**src/rtl/extbus_arb.sv**
```systemverilog
// extbus_arb: three-requester arbiter driving port X of the exchange register bank.
// Define EXTBUS_ARB_RR_EN for round-robin arbitration; default is fixed priority.
module extbus_arb #(
    parameter int SETUP = 1
) (
    input  logic       clk,
    input  logic       reset,
    input  logic [2:0] req,
    input  logic [5:0] req_addr,
    input  logic [2:0] req_wr,
    output logic [2:0] gnt,
    output logic [2:0] ack,
    output logic [1:0] AX,
    output logic       ECX,
    output logic       WX,
    output logic       busy
);

    typedef enum logic [1:0] {
        ST_IDLE,
        ST_SETUP,
        ST_XFER,
        ST_DONE
    } state_t;

    localparam logic [1:0] SETUP_LAST = 2'(SETUP - 1);

    state_t     state;
    logic [1:0] cnt;
    logic       dir;
    logic [1:0] win;
    logic [1:0] win_addr;
    logic       win_wr;

`ifdef EXTBUS_ARB_RR_EN
    logic [1:0] last;

    // search begins one past the most recent winner
    always_comb begin
        win = 2'd0;
        unique case (last)
            2'd0:    win = req[1] ? 2'd1 : (req[2] ? 2'd2 : 2'd0);
            2'd1:    win = req[2] ? 2'd2 : (req[0] ? 2'd0 : 2'd1);
            default: win = req[0] ? 2'd0 : (req[1] ? 2'd1 : 2'd2);
        endcase
    end
`else
    always_comb begin
        win = req[0] ? 2'd0 : (req[1] ? 2'd1 : 2'd2);
    end
`endif

    always_comb begin
        win_addr = req_addr[1:0];
        win_wr   = req_wr[0];
        unique case (win)
            2'd1: begin
                win_addr = req_addr[3:2];
                win_wr   = req_wr[1];
            end
            2'd2: begin
                win_addr = req_addr[5:4];
                win_wr   = req_wr[2];
            end
            default: begin
                win_addr = req_addr[1:0];
                win_wr   = req_wr[0];
            end
        endcase
    end

    always_ff @(posedge clk) begin
        if (reset) begin
            state <= ST_IDLE;
            cnt   <= 2'd0;
            dir   <= 1'b0;
            gnt   <= 3'b000;
            ack   <= 3'b000;
            AX    <= 2'd0;
            ECX   <= 1'b0;
            WX    <= 1'b0;
            busy  <= 1'b0;
`ifdef EXTBUS_ARB_RR_EN
            last  <= 2'd2;
`endif
        end else begin
            unique case (state)
                ST_IDLE: begin
                    if (|req) begin
                        state <= ST_SETUP;
                        cnt   <= 2'd0;
                        dir   <= win_wr;
                        gnt   <= 3'b001 << win;
                        AX    <= win_addr;
                        ECX   <= 1'b1;
                        busy  <= 1'b1;
`ifdef EXTBUS_ARB_RR_EN
                        last  <= win;
`endif
                    end
                end
                ST_SETUP: begin
                    if (cnt == SETUP_LAST) begin
                        state <= ST_XFER;
                        WX    <= dir;
                    end else begin
                        cnt <= cnt + 2'd1;
                    end
                end
                ST_XFER: begin
                    state <= ST_DONE;
                    ECX   <= 1'b0;
                    WX    <= 1'b0;
                    ack   <= gnt;
                end
                default: begin
                    state <= ST_IDLE;
                    ack   <= 3'b000;
                    gnt   <= 3'b000;
                    AX    <= 2'd0;
                    busy  <= 1'b0;
                end
            endcase
        end
    end

endmodule
```
**config.mk**
```make
export PLATFORM = sky130hd
export DESIGN_NAME = extbus_arb
export DESIGN_NICKNAME = d
export VERILOG_FILES = /design/src/rtl/extbus_arb.sv
export SDC_FILE = /design/constraint.sdc
export NUM_CORES = 1
export LEC_CHECK = 0
export ABC_AREA = 1
export CAP_MARGIN = 10
export CORE_MARGIN = 10
export CORE_UTILIZATION = 40
export CTS_CLUSTER_SIZE = 25
export DETAILED_ROUTE_END_ITERATION = 12
export GPL_TIMING_DRIVEN = 0
export PLACE_DENSITY_LB_ADDON = 0.1
export SYNTH_ARGS = -nofsm -noshare
export SYNTH_HDL_FRONTEND = slang
export SYNTH_SLANG_ARGS = --single-unit
export TNS_END_PERCENT = 50
```
**constraint.sdc**
```tcl
create_clock -name clk -period 1.9 [get_ports clk]
set_input_delay 0.285 -clock clk [delete_from_list [all_inputs] [get_ports clk]]
set_output_delay 0.285 -clock clk [all_outputs]
set_load 0.005 [all_outputs]
```
* Word level (Yosys, flattened, before mapping)
Index checks and enable logic that the tools add are counted.
** Operators by class
- Add/subtract/negate cells :: 1
- Multiply operators :: 0
- Div/mod/pow operators :: 0
- Magnitude comparators :: 0
- Equality and inequality tests :: 7
- Shifts and indexed selects :: 1
- Mux-type cells :: 20
- Bitwise logic cells :: 1
- Reduce and logical (&&, ||, !) cells :: 14
** Operator list (number)
- 2-to-1 mux 2 bit :: 7
- case mux 2 bit (2 select lines) :: 3
- case mux 3 bit (2 select lines) :: 2
- AND reduction 2 bit :: 5
- case mux 1 bit (2 select lines) :: 4
- != test 2 bit, second input constant :: 3
- case mux 2 bit (3 select lines) :: 1
- nonzero test 2 bit :: 3
- equality test 2 x 1 -> 1 bit, second input constant :: 2
- equality test 2 bit, second input constant :: 2
- zero test 2 bit :: 2
- OR reduction 2 bit :: 2
- 2-to-1 mux 3 bit :: 1
- AND reduction 3 bit :: 1
- OR reduction 3 bit :: 1
- << shifter 1 x 2 -> 3 bit, first input constant :: 1
- adder 2 x 1 -> 2 bit, second input constant :: 1
- 2-to-1 mux 1 bit :: 2
- NOT 1 bit :: 1
** Storage, ports and cells
- Flip-flop bits (word level) :: 16
- Bits in latches :: 0
- Bits in writable memories :: 0
- Memory bits (read-only) :: 0
- Input bits :: 14
- Output and inout port bits :: 11
- Memories kept :: 0

* Depth between registers and ports, before layout
- Depth in word-level cells :: 6
- Depth in mapped cells :: 9

* Least setup slack after synthesis
OpenSTA, ideal clock, no wires.
- Path type :: register to register
- Start :: register state[0]
- End :: register cnt[1]
- Library setup time :: 0.115 ns
- Arrival :: 1.225 ns
- Path slack :: 0.560 ns
- Cell stages (with the launch flop) :: 7
- Path buffers :: 0
- Period minus slack after synthesis :: 1.340 ns
- Cells stage by stage :: dfxtp_1 > inv_1 > ha_1 > nor2_1 > inv_2 > a31oi_1 > nor2_1
** On the way
- Word-level cells in the longest chain between the ends :: 3
- Elaborated cells between the ends (all ways) :: 7
- Classes of those cells :: eq/ne (3); mux (1); reduce/logical (3)
** Ends and longest elaborated chain
- start: declaration :: line 28 : state_t state;
- start signal: assignment :: line 74 : state <= ST_IDLE;
- start signal: assignment :: line 90 : state <= ST_SETUP;
- start signal: assignment :: line 104 : state <= ST_XFER;
- equality test 2 x 1 -> 1 bit or zero test 2 bit (tied branches) :: line 87 : unique case (state)
- != test 2 bit (no line) or nonzero test 2 bit (tied branches)
- AND reduction 3 bit (no line)
- end signal: assignment :: line 107 : cnt <= cnt + 2'd1;
- end: declaration :: line 29 : logic [1:0] cnt;
Parallel ways exist; a longest one is shown, timed or not.
A chain may end at the register's enable or synchronous reset.

* Final worst setup path
Same ends and word-level chain as after synthesis.

==> run summary <==
The post-detailed-routing wire length came out at 1880 um. The tools report the global-route wire length before repair as 3280 um. Subtracting the final worst setup slack from the clock period gives 1.51 ns.

The pre-CTS worst setup slack is 0.254 ns, and the count of warnings emitted by yosys is 0. Number of top-level pins: 25. Of the total power, registers draw 33.9%. The post-synthesis sequential element count was 16; the overall via count from detail_route was 789.

The tools report the combined global-route utilization of all metal layers as 9.58%. For the total clock buffers created by CTS, the log shows 3. The remaining global-route overflow was 0; the number of I/O port buffers was 24. Once the clock tree was built, the resizer swapped 0 gates to a different size. At the pin with the least slew margin, the transition time is 0.493 ns. In this run the tightest slew margin relative to its limit is 67.1%. In the synthesized netlist the async set-or-reset flop fraction comes to 0%.

The die footprint was 4260 sq um; the buffer count from post-CTS setup fixing was 0. Cell internal power was estimated by the tool at 0.832 mW. After synthesis, flip-flops and latches occupy 39.1% of the total area.

The number of maximum-capacitance constraint violations was 0. The cell that appears most often on the critical path is sky130_fd_sc_hd__nor2_1. The synthesized netlist occupies a cell area of 820 sq um. The critical path goes through inv_1 > ha_1 > nor2_1 > inv_2 > a31oi_1 > nor2_1. In this run the worst path has a maximum fanout of 7. Across the VDD grid, the largest voltage drop is 0.685 mV.

After detailed routing, the average wire length per cell comes to 11.4 um. The critical path buffer and inverter count was 2. Counting distinct cell types in the post-synthesis netlist gives 20.

The net total in the final layout is 158. The number of hold buffers added after CTS was 0. Setup violations remaining at the end of the flow were counted as 0. Relative to the synthesized area, the layout overhead comes to 37.9%. The detailed-route vias per instance was 4.78; the total nets after synthesis was 129. The iteration count of the initial detailed-routing pass is 3. 0 antenna diodes ended up in the layout.

TritonCTS built the clock tree. For the maximum count of clock buffers along a single path, the log shows 2. Kind of launch point of the worst setup path: a flop. After routing, the total negative slack on setup checks comes to 0 ns. Net switching is 40.6% of the power. Among all flip-flop cells after synthesis, the most frequent one is sky130_fd_sc_hd__dfxtp_1.

The cell count after synthesis came out at 110. The layer with the highest usage was met2. The met2 track utilization from global routing came out at 16.6%.

Clock tree synthesis found a total of 16 sinks. For the number of hold violations in the final report, the log shows 0. The cell chosen for the clock root was sky130_fd_sc_hd__clkbuf_4. The highest clock rate came out at 0.663 GHz. On the critical path, the stage with the largest delay is an instance of sky130_fd_sc_hd__dfxtp_1. The met1 global-route usage is 9.34%, and the power per cell area is 1240 nW/um^2. Combinational logic burns 50.3% of the power.

The tools report the initial antenna violation count as 0. After floorplanning, the core was divided into 16 placement rows. Hold timing on the final database bottoms out at a slack of 0.471 ns. The clock-pin slew on the worst setup and hold paths was 0.09 ns. In this run the vertical extent of the chip is 65.3 um.

The average instance in the mapped netlist occupies 7.45 sq um. The number of antenna-violating nets in the routed design came out at 0. The run finished with clean final reports. The congestion estimate from routability-driven global placement came to 0.744. The run gives 1.69 ns as the worst path arrival time. For the number of global-route vias before repair, the log shows 755. The number of DRC markers after the initial detailed-route iteration is 20, and the worst path setup slack after routing is 0.391 ns. The share of final-layout standard cells stronger than drive strength 1 was 10.1%.

Among cell families on the critical path, the largest total delay comes from flip-flops. For this design the static power due to leakage is 0.447 nW. The setup clock skew after layout is 0.00151 ns.

Dividing the final minimum period by the clock period gives 79.4%. The logs give 1 for the H-tree depth and 5.08% for the met3 routing resource usage after global routing. In this run, synthesis inferred 0 flip-flops with an integrated enable. The largest single stage delay on the critical path is 0.39 ns. The final count of pins violating max slew is 0.

Setup repair after global routing left no endpoint under its margin. For the worst setup path, the data required time is 2.08 ns. The x dimension of the die was 65.3 um. For this design the total switching power over the nets is 0.568 mW. STA classifies the critical path endpoint as a flop. The logs give 11 for the largest net degree at the start of global routing and 41.8% for the starting density of the core. The core region is 1960 sq um. For this run, design rule violations remaining after detail routing come to 0. The min-delay analysis places its worst path in the category reg -> reg. Detailed placement finished with a half-perimeter wire length of 1600 um. The critical setup path kind was reg -> reg. The clock network latency to the later pin of the worst-skew pair is 0.28 ns, and the clock share of power is 15.8%.
[worst reg2reg max path, stage by stage (launching register included)]
cell,delay (ns)
sky130_fd_sc_hd__dfxtp_1,0.39
sky130_fd_sc_hd__inv_1,0.08
sky130_fd_sc_hd__ha_1,0.32
sky130_fd_sc_hd__nor2_1,0.28
sky130_fd_sc_hd__inv_2,0.11
sky130_fd_sc_hd__a31oi_1,0.17
sky130_fd_sc_hd__nor2_1,0.06
[cell type report]
| cell class | count | area (sq um) |
|---|---|---|
| tap | 27 | 33.8 |
| fill | 216 | 832 |
| clock buffer | 4 | 36.3 |
| buffer | 1 | 3.75 |
| sequential | 16 | 320 |
| timing repair buffer | 24 | 240 |
| multi-input combinational | 78 | 439 |
| inverter | 15 | 56.3 |
[metrics by stage]
step	total power [mW]	util, %	cells	cell area, sq um
after detailed placement	1.20	55.7	161	1090
after CTS	1.43	57.6	165	1130
after floorplan	0.969	-	110	820
after global placement	1.19	55.7	161	1090
final	1.40	57.6	165	1130
after global routing	1.54	57.6	165	1130
[cells by family (layout without fill, tap and decap cells)]
logic type      count (synthesis)  in the layout  share of synthesized area, %
simple gates                   55             55                          32.8
fa+ha+maj                       5              5                          7.63
buf+inv                        16             44                          7.33
flops                          16             16                          39.1
compound gates                 18             18                          13.1
[state kept, by name (all words and copies together), names as in the netlist]
signal,flops
AX,2
ECX,1
WX,1
ack,3
busy,1
cnt,2
dir,1
gnt,3
state,2
[cells in the mapped netlist, types with 2 or more instances]
cell / n / area, sq um
sky130_fd_sc_hd__dfxtp_1: 16 / 320
sky130_fd_sc_hd__nand4_1: 6 / 37.5
sky130_fd_sc_hd__a21oi_2: 3 / 26.3
sky130_fd_sc_hd__a21oi_1: 10 / 50.1
sky130_fd_sc_hd__o21ai_0: 2 / 10.0
sky130_fd_sc_hd__nand2_2: 2 / 12.5
sky130_fd_sc_hd__nand2_1: 24 / 90.1
sky130_fd_sc_hd__nand3_1: 9 / 45.0
sky130_fd_sc_hd__ha_1: 5 / 62.6
sky130_fd_sc_hd__inv_1: 14 / 52.6
sky130_fd_sc_hd__nor2_1: 10 / 37.5
[layer usage]
| layer | part of all wire [%] | up-vias | routed length (um) |
|---|---|---|---|
| met5 | 0 | - | 0 |
| met4 | 1.3 | 0 | 25 |
| met3 | 7.9 | 5 | 148 |
| met2 | 51 | 13 | 966 |
| met1 | 39 | 353 | 736 |
| li1 | - | 418 | - |
[cells in the final DEF, fill, tap and decap left out]
cell	instances
sky130_fd_sc_hd__o21a_1	1
sky130_fd_sc_hd__nand4_1	6
sky130_fd_sc_hd__o211ai_1	1
sky130_fd_sc_hd__clkbuf_8	1
sky130_fd_sc_hd__nand3_1	9
sky130_fd_sc_hd__nand2_1	24
sky130_fd_sc_hd__a21oi_1	10
sky130_fd_sc_hd__nor2_2	1
sky130_fd_sc_hd__ha_1	5
sky130_fd_sc_hd__clkbuf_1	1
sky130_fd_sc_hd__nor2_4	1
sky130_fd_sc_hd__clkdlybuf4s50_1	24
sky130_fd_sc_hd__a31oi_1	1
sky130_fd_sc_hd__inv_1	14
sky130_fd_sc_hd__a21oi_2	3
sky130_fd_sc_hd__nand2_2	2
sky130_fd_sc_hd__inv_2	1
sky130_fd_sc_hd__dfxtp_1	16
sky130_fd_sc_hd__nand3_4	1
sky130_fd_sc_hd__nor2_1	10
sky130_fd_sc_hd__clkbuf_4	3
sky130_fd_sc_hd__o21ai_0	2
sky130_fd_sc_hd__nand2_4	1
[path summary, 6_finish.rpt]
path,start,endpoint,slack [ns],depth (start not counted)
min,ack[0],ack[0],0.47,2
max,state[0],cnt[1],0.39,6
max reg2reg,state[0],cnt[1],0.39,6
min reg2reg,ack[0],ack[0],0.47,2
[power by group through the flow]
stage / logic [mW] / clock network [mW] / registers, mW
2_1_floorplan: 0.491 / 0 / 0.479
3_3_place_gp: 0.706 / 0 / 0.482
3_5_place_dp: 0.717 / 0 / 0.485
4_1_cts: 0.721 / 0.229 / 0.477
5_1_grt: 0.810 / 0.245 / 0.488
6_report: 0.705 / 0.221 / 0.475
Power figures use the tool's default switching activity.
